[src/rtl/sreg_sched.sv]
// sreg_sched: two-requester arbiter and load/shift sequencer driving a parallel-load shift register.
// Define SREG_SCHED_RR_EN for round-robin arbitration; the default build uses fixed priority (requester 0).
module sreg_sched #(
    parameter int n     = 4,
    parameter int width = 1
) (
    input  logic                 clk,
    input  logic                 rstn,
    input  logic [1:0]           req_valid,
    output logic [1:0]           req_ready,
    input  logic [2*n*width-1:0] req_data,
    input  logic                 hold,
    output logic                 pl,
    output logic                 en,
    output logic [n*width-1:0]   din,
    output logic                 out_valid,
    output logic                 out_id,
    output logic                 out_last,
    output logic                 busy
);
    localparam int ww = n * width;
    localparam int cw = (n > 1) ? $clog2(n) : 1;
    localparam logic [cw-1:0] cnt_last = cw'(n - 1);

    typedef enum logic [1:0] {
        IDLE  = 2'd0,
        LOAD  = 2'd1,
        SHIFT = 2'd2
    } state_t;

    state_t          state_r;
    logic [cw-1:0]   cnt_r;
    logic            grant_r;
    logic [ww-1:0]   din_r;

    logic            en_s;
    logic            last_s;
    logic            accept_s;
    logic            winner_s;
    logic [ww-1:0]   word_s;

`ifdef SREG_SCHED_RR_EN
    logic ptr_r;

    function automatic logic pick_winner(input logic [1:0] v, input logic ptr);
        logic w;
        if (v[ptr]) begin
            w = ptr;
        end else begin
            w = ~ptr;
        end
        return w;
    endfunction
`else
    function automatic logic pick_winner(input logic [1:0] v);
        logic w;
        if (v[0]) begin
            w = 1'b0;
        end else if (v[1]) begin
            w = 1'b1;
        end else begin
            w = 1'b0;
        end
        return w;
    endfunction
`endif

    // Shift enable, last-symbol detect, arbitration window and winner selection.
    always_comb begin
        en_s      = 1'b0;
        last_s    = 1'b0;
        accept_s  = 1'b0;
        winner_s  = 1'b0;
        req_ready = 2'b00;
        word_s    = req_data[ww-1:0];
        if ((state_r == SHIFT) && !hold) begin
            en_s   = 1'b1;
            last_s = (cnt_r == cnt_last);
        end else begin
            en_s   = 1'b0;
            last_s = 1'b0;
        end
        // A new word may be taken when idle or in the final enabled shift cycle.
        if (rstn && (req_valid != 2'b00) && ((state_r == IDLE) || last_s)) begin
            accept_s = 1'b1;
        end else begin
            accept_s = 1'b0;
        end
`ifdef SREG_SCHED_RR_EN
        winner_s = pick_winner(req_valid, ptr_r);
`else
        winner_s = pick_winner(req_valid);
`endif
        if (winner_s) begin
            word_s = req_data[2*ww-1:ww];
        end else begin
            word_s = req_data[ww-1:0];
        end
        if (accept_s) begin
            req_ready = winner_s ? 2'b10 : 2'b01;
        end else begin
            req_ready = 2'b00;
        end
    end

    assign pl   = (state_r == LOAD);
    assign en   = en_s;
    assign busy = (state_r != IDLE);
    assign din  = din_r;

    // Main sequencer: capture on acceptance, one load cycle, then n enabled shifts.
    always_ff @(posedge clk or negedge rstn) begin
        if (!rstn) begin
            state_r <= IDLE;
            cnt_r   <= '0;
            grant_r <= 1'b0;
            din_r   <= '0;
        end else begin
            case (state_r)
                IDLE: begin
                    if (accept_s) begin
                        state_r <= LOAD;
                        din_r   <= word_s;
                        grant_r <= winner_s;
                    end
                end
                LOAD: begin
                    state_r <= SHIFT;
                    cnt_r   <= '0;
                end
                SHIFT: begin
                    if (en_s) begin
                        if (last_s) begin
                            cnt_r <= '0;
                            if (accept_s) begin
                                state_r <= LOAD;
                                din_r   <= word_s;
                                grant_r <= winner_s;
                            end else begin
                                state_r <= IDLE;
                            end
                        end else begin
                            cnt_r <= cnt_r + cw'(1);
                        end
                    end
                end
                default: begin
                    state_r <= IDLE;
                    cnt_r   <= '0;
                end
            endcase
        end
    end

`ifdef SREG_SCHED_RR_EN
    // Round-robin pointer: after each grant the other requester becomes preferred.
    always_ff @(posedge clk or negedge rstn) begin
        if (!rstn) begin
            ptr_r <= 1'b0;
        end else if (accept_s) begin
            ptr_r <= ~winner_s;
        end else begin
            ptr_r <= ptr_r;
        end
    end
`endif

    // Sideband flags lag en by one cycle so they line up with the register's so output.
    always_ff @(posedge clk or negedge rstn) begin
        if (!rstn) begin
            out_valid <= 1'b0;
            out_id    <= 1'b0;
            out_last  <= 1'b0;
        end else begin
            out_valid <= en_s;
            out_last  <= last_s;
            if (en_s) begin
                out_id <= grant_r;
            end
        end
    end

endmodule
[config.mk]
export PLATFORM = sky130hd
export DESIGN_NAME = sreg_sched
export DESIGN_NICKNAME = d
export VERILOG_FILES = /design/src/rtl/sreg_sched.sv
export SDC_FILE = /design/constraint.sdc
export NUM_CORES = 1
export LEC_CHECK = 0
export CAP_MARGIN = 10
export CORE_MARGIN = 2
export CORE_UTILIZATION = 36
export DETAILED_ROUTE_END_ITERATION = 6
export GPL_TIMING_DRIVEN = 0
export PLACE_DENSITY = 0.73
export SLEW_MARGIN = 40
export SYNTH_ARGS = -nofsm -noshare
export SYNTH_HDL_FRONTEND = slang
export SYNTH_SLANG_ARGS = --single-unit
export TNS_END_PERCENT = 1
[constraint.sdc]
create_clock -name clk -period 1.7 [get_ports clk]
set_input_delay 0.34 -clock clk [delete_from_list [all_inputs] [get_ports clk]]
set_output_delay 0.34 -clock clk [all_outputs]
set_load 0.02 [all_outputs]
==> results_dict.tcl <==
set metrics [dict create \
    maxCapViolCount 0 \
    placed_cell_area_um2 855 \
    worst_pin_slew_ns 0.345 \
    clk_latency_ns 0.27 \
    wl_um 1110 \
    final_max_slew_viol_count 0 \
    grt_pass1_vias 456 \
    final_util_pct 62.2 \
    grt_setup_unrepaired "yes" \
    grt_start_max_net_pins 14 \
    min_period_ns 1.95 \
    r2r_start "cnt_r[0]" \
    dr.pass1.iters 3 \
    cp.required_ns 1.36 \
    final-hold-violation-count 0 \
    finalInstanceArea_um2 937 \
    synthCells 43 \
    synth_top_area_cell "dfrtp_1" \
    r2r_end "din[2]" \
    cts_tree "yes" \
    viasPerCell 4.78 \
    ir_drop_v 0.000714 \
    postSynthNetCount 57 \
    die_h_um 43.9 \
    synthArstFlopShare_pct 100 \
    setup_viol 3 \
    overflow 0 \
    reg2reg_depth 5 \
    die_w_um 43.9 \
    cts_made_buffers 3 \
    drive_gt1_share_pct 38.7 \
    leakagePower_uw 0.000426 \
    hpwl_um 819 \
    yosys.area.top_type_share_pct 52.4 \
    violations "negative setup slack" \
    synth_commonest_cells "dfrtp_1 (12), mux2_2 (10), nor2b_1 (6)" \
    crit_end "req_ready[0]" \
    drc 0 \
    setup_ws_ns -0.249 \
    insertedDiodeCount 0 \
    cts_buffer_depth 2 \
    cp.arrival_ns 1.61 \
    start_util_pct 38.0 \
    powerDensity_nw_per_um2 1500 \
    area_growth_syn_to_layout_pct 63.5 \
    nFillCells 119 \
    cts_sinks 12 \
    holdBufCountCts 0 \
    synth-main-ff-cell "dfrtp_1" \
    synth_cell_types 13 \
    routedWlPerCell_um 12.2 \
    rrSetupSlack_ns 0.08 \
    post-place-ws_ns -1.46 \
    period_share_pct 115 \
    hold_path.class "input pin to asynchronous set/reset pin" \
    grt_pass1_wl_um 1930 \
    ys_ff_latch 12 \
    core_um2 1510 \
    ys_seq_area_share_pct 52.4 \
    synth_area_um2 573 \
    syn_area_per_cell_um2 13.3 \
    postRouteAntennaNets 0 \
    htree_levels 1 \
    cp-start-kind "input pin" \
    status "finished, violations left" \
    ios 25 \
    fmax_mhz 513 \
    vias 435 \
    fin_tns_setup_ns -0.652 \
    cts.reportedPaths.clkPinSlew_ns 0.08 \
    startpoint "req_valid[1]" \
    ys_top_cells_by_area "dfrtp_1 (52%), mux2_2 (20%), nor2b_1 (6.6%)" \
    skew_ns 0.00324 \
    worst_setup_path_end_kind "output port" \
    std_cell_rows 14 \
    total_power_uw 1400 \
    gp_congestion 0.686 \
    io_buffer_count 24 \
    clock-root-buffer "clkbuf_4" \
    crit_path_max_fanout 4 \
    synth_warnings 0 \
    antenna_found_initial 0 \
    grt_util_all_layers_pct 14.3 \
    die_area_um2 1930 \
    slew-limit-headroom_pct 77.0 \
    num-nets-final 90 \
    synth.most_common_cell "dfrtp_1" \
    critPathKind "input pin to output port" \
    drtIter0Drc 3 \
    synth_edf_count 0 \
]
## critical path, cell delays in order
cell and delay, ns:
clkdlybuf4s50_1 0.47, nor2_1 0.07, a2111oi_4 0.39, nor2b_4 0.21, buf_6 0.11
## cell usage in the layout, fill, tap and decap left out, drive strengths merged, types with 2 or more instances in the layout
cell type / netlist / routed
mux2: 10 / 10
dlygate4sd2: 0 / 2
dfrtp: 12 / 12
buf: 1 / 7
nor2: 4 / 4
and2: 2 / 2
clkdlybuf4s50: 0 / 17
nor2b: 6 / 6
clkdlybuf4s15: 0 / 3
clkbuf: 0 / 4
mux2i: 2 / 2
## how the worst min path moves through the flow
| stage | cells after the start | start | slack (ns) | endpoint |
|---|---|---|---|---|
| floorplan | 0 | rstn | 0.04 | cnt_r[0] |
| global placement | 1 | grant_r | 0.49 | grant_r |
| detailed placement | 1 | din[3] | 0.50 | din[3] |
| CTS | 1 | rstn | 0.05 | out_valid |
| global route | 1 | rstn | 0.06 | out_valid |
| finish | 1 | rstn | 0.04 | din[3] |
## kinds of logic after synthesis
group / after synthesis / synth area share [%]
buffers and inverters: 2 / 1.31
adders and majority gates: 1 / 2.18
AOI/OAI and AO/OA: 2 / 6.11
and+or+nand+nor: 14 / 14.8
muxes: 12 / 23.1
DFF: 12 / 52.4
## metrics by stage
step                      cells  hold slack, ns
after floorplan              43          0.0444
after global placement       83           0.487
after detailed placement     83           0.497
after CTS                    91          0.0490
after global routing         91          0.0629
final                        91          0.0389
## state kept, by name (all words and copies together), names as in the netlist
| signal | flops |
|---|---|
| out_id | 1 |
| out_last | 1 |
| cnt_r | 2 |
| state_r | 2 |
| din | 4 |
| grant_r | 1 |
| out_valid | 1 |
## repair_timing
action | in CTS | in global routing
endpoints found under the setup margin | 11 | 9
pin swaps | 2 | 1
cloned | 0 | 0
setup buffers | 4 | 0
gates resized for setup | 22 | 5
## layout make-up
type / count / area, um2 / share of cell area, %
plain buffers: 1 / 5.00 / 0.534
repair buffers: 28 / 268 / 28.6
flip-flops and latches: 12 / 302 / 32.2
multi-input cells: 29 / 303 / 32.3
inverters: 1 / 3.75 / 0.401
well taps: 16 / 20.0 / 2.14
clock buffers: 4 / 36.3 / 3.87
## per-layer routing
metal  global-route usage, %  up-vias  routed length, um
li1                        -      210                  -
met1                    16.8      209                501
met2                    22.4       14                507
met3                    4.58        2                 81
met4                    9.09        0                 23
met5                       0        -                  0
## report_power, final
| part | leakage, uW | total [uW] | internal (uW) | switching, uW |
|---|---|---|---|---|
| combinational | 0.000255 | 685 | 401 | 284 |
| clock | 0.0000210 | 227 | 130 | 96.8 |
| sequential | 0.000150 | 490 | 403 | 86.9 |
Note: power is estimated with default switching activity, not from simulation.
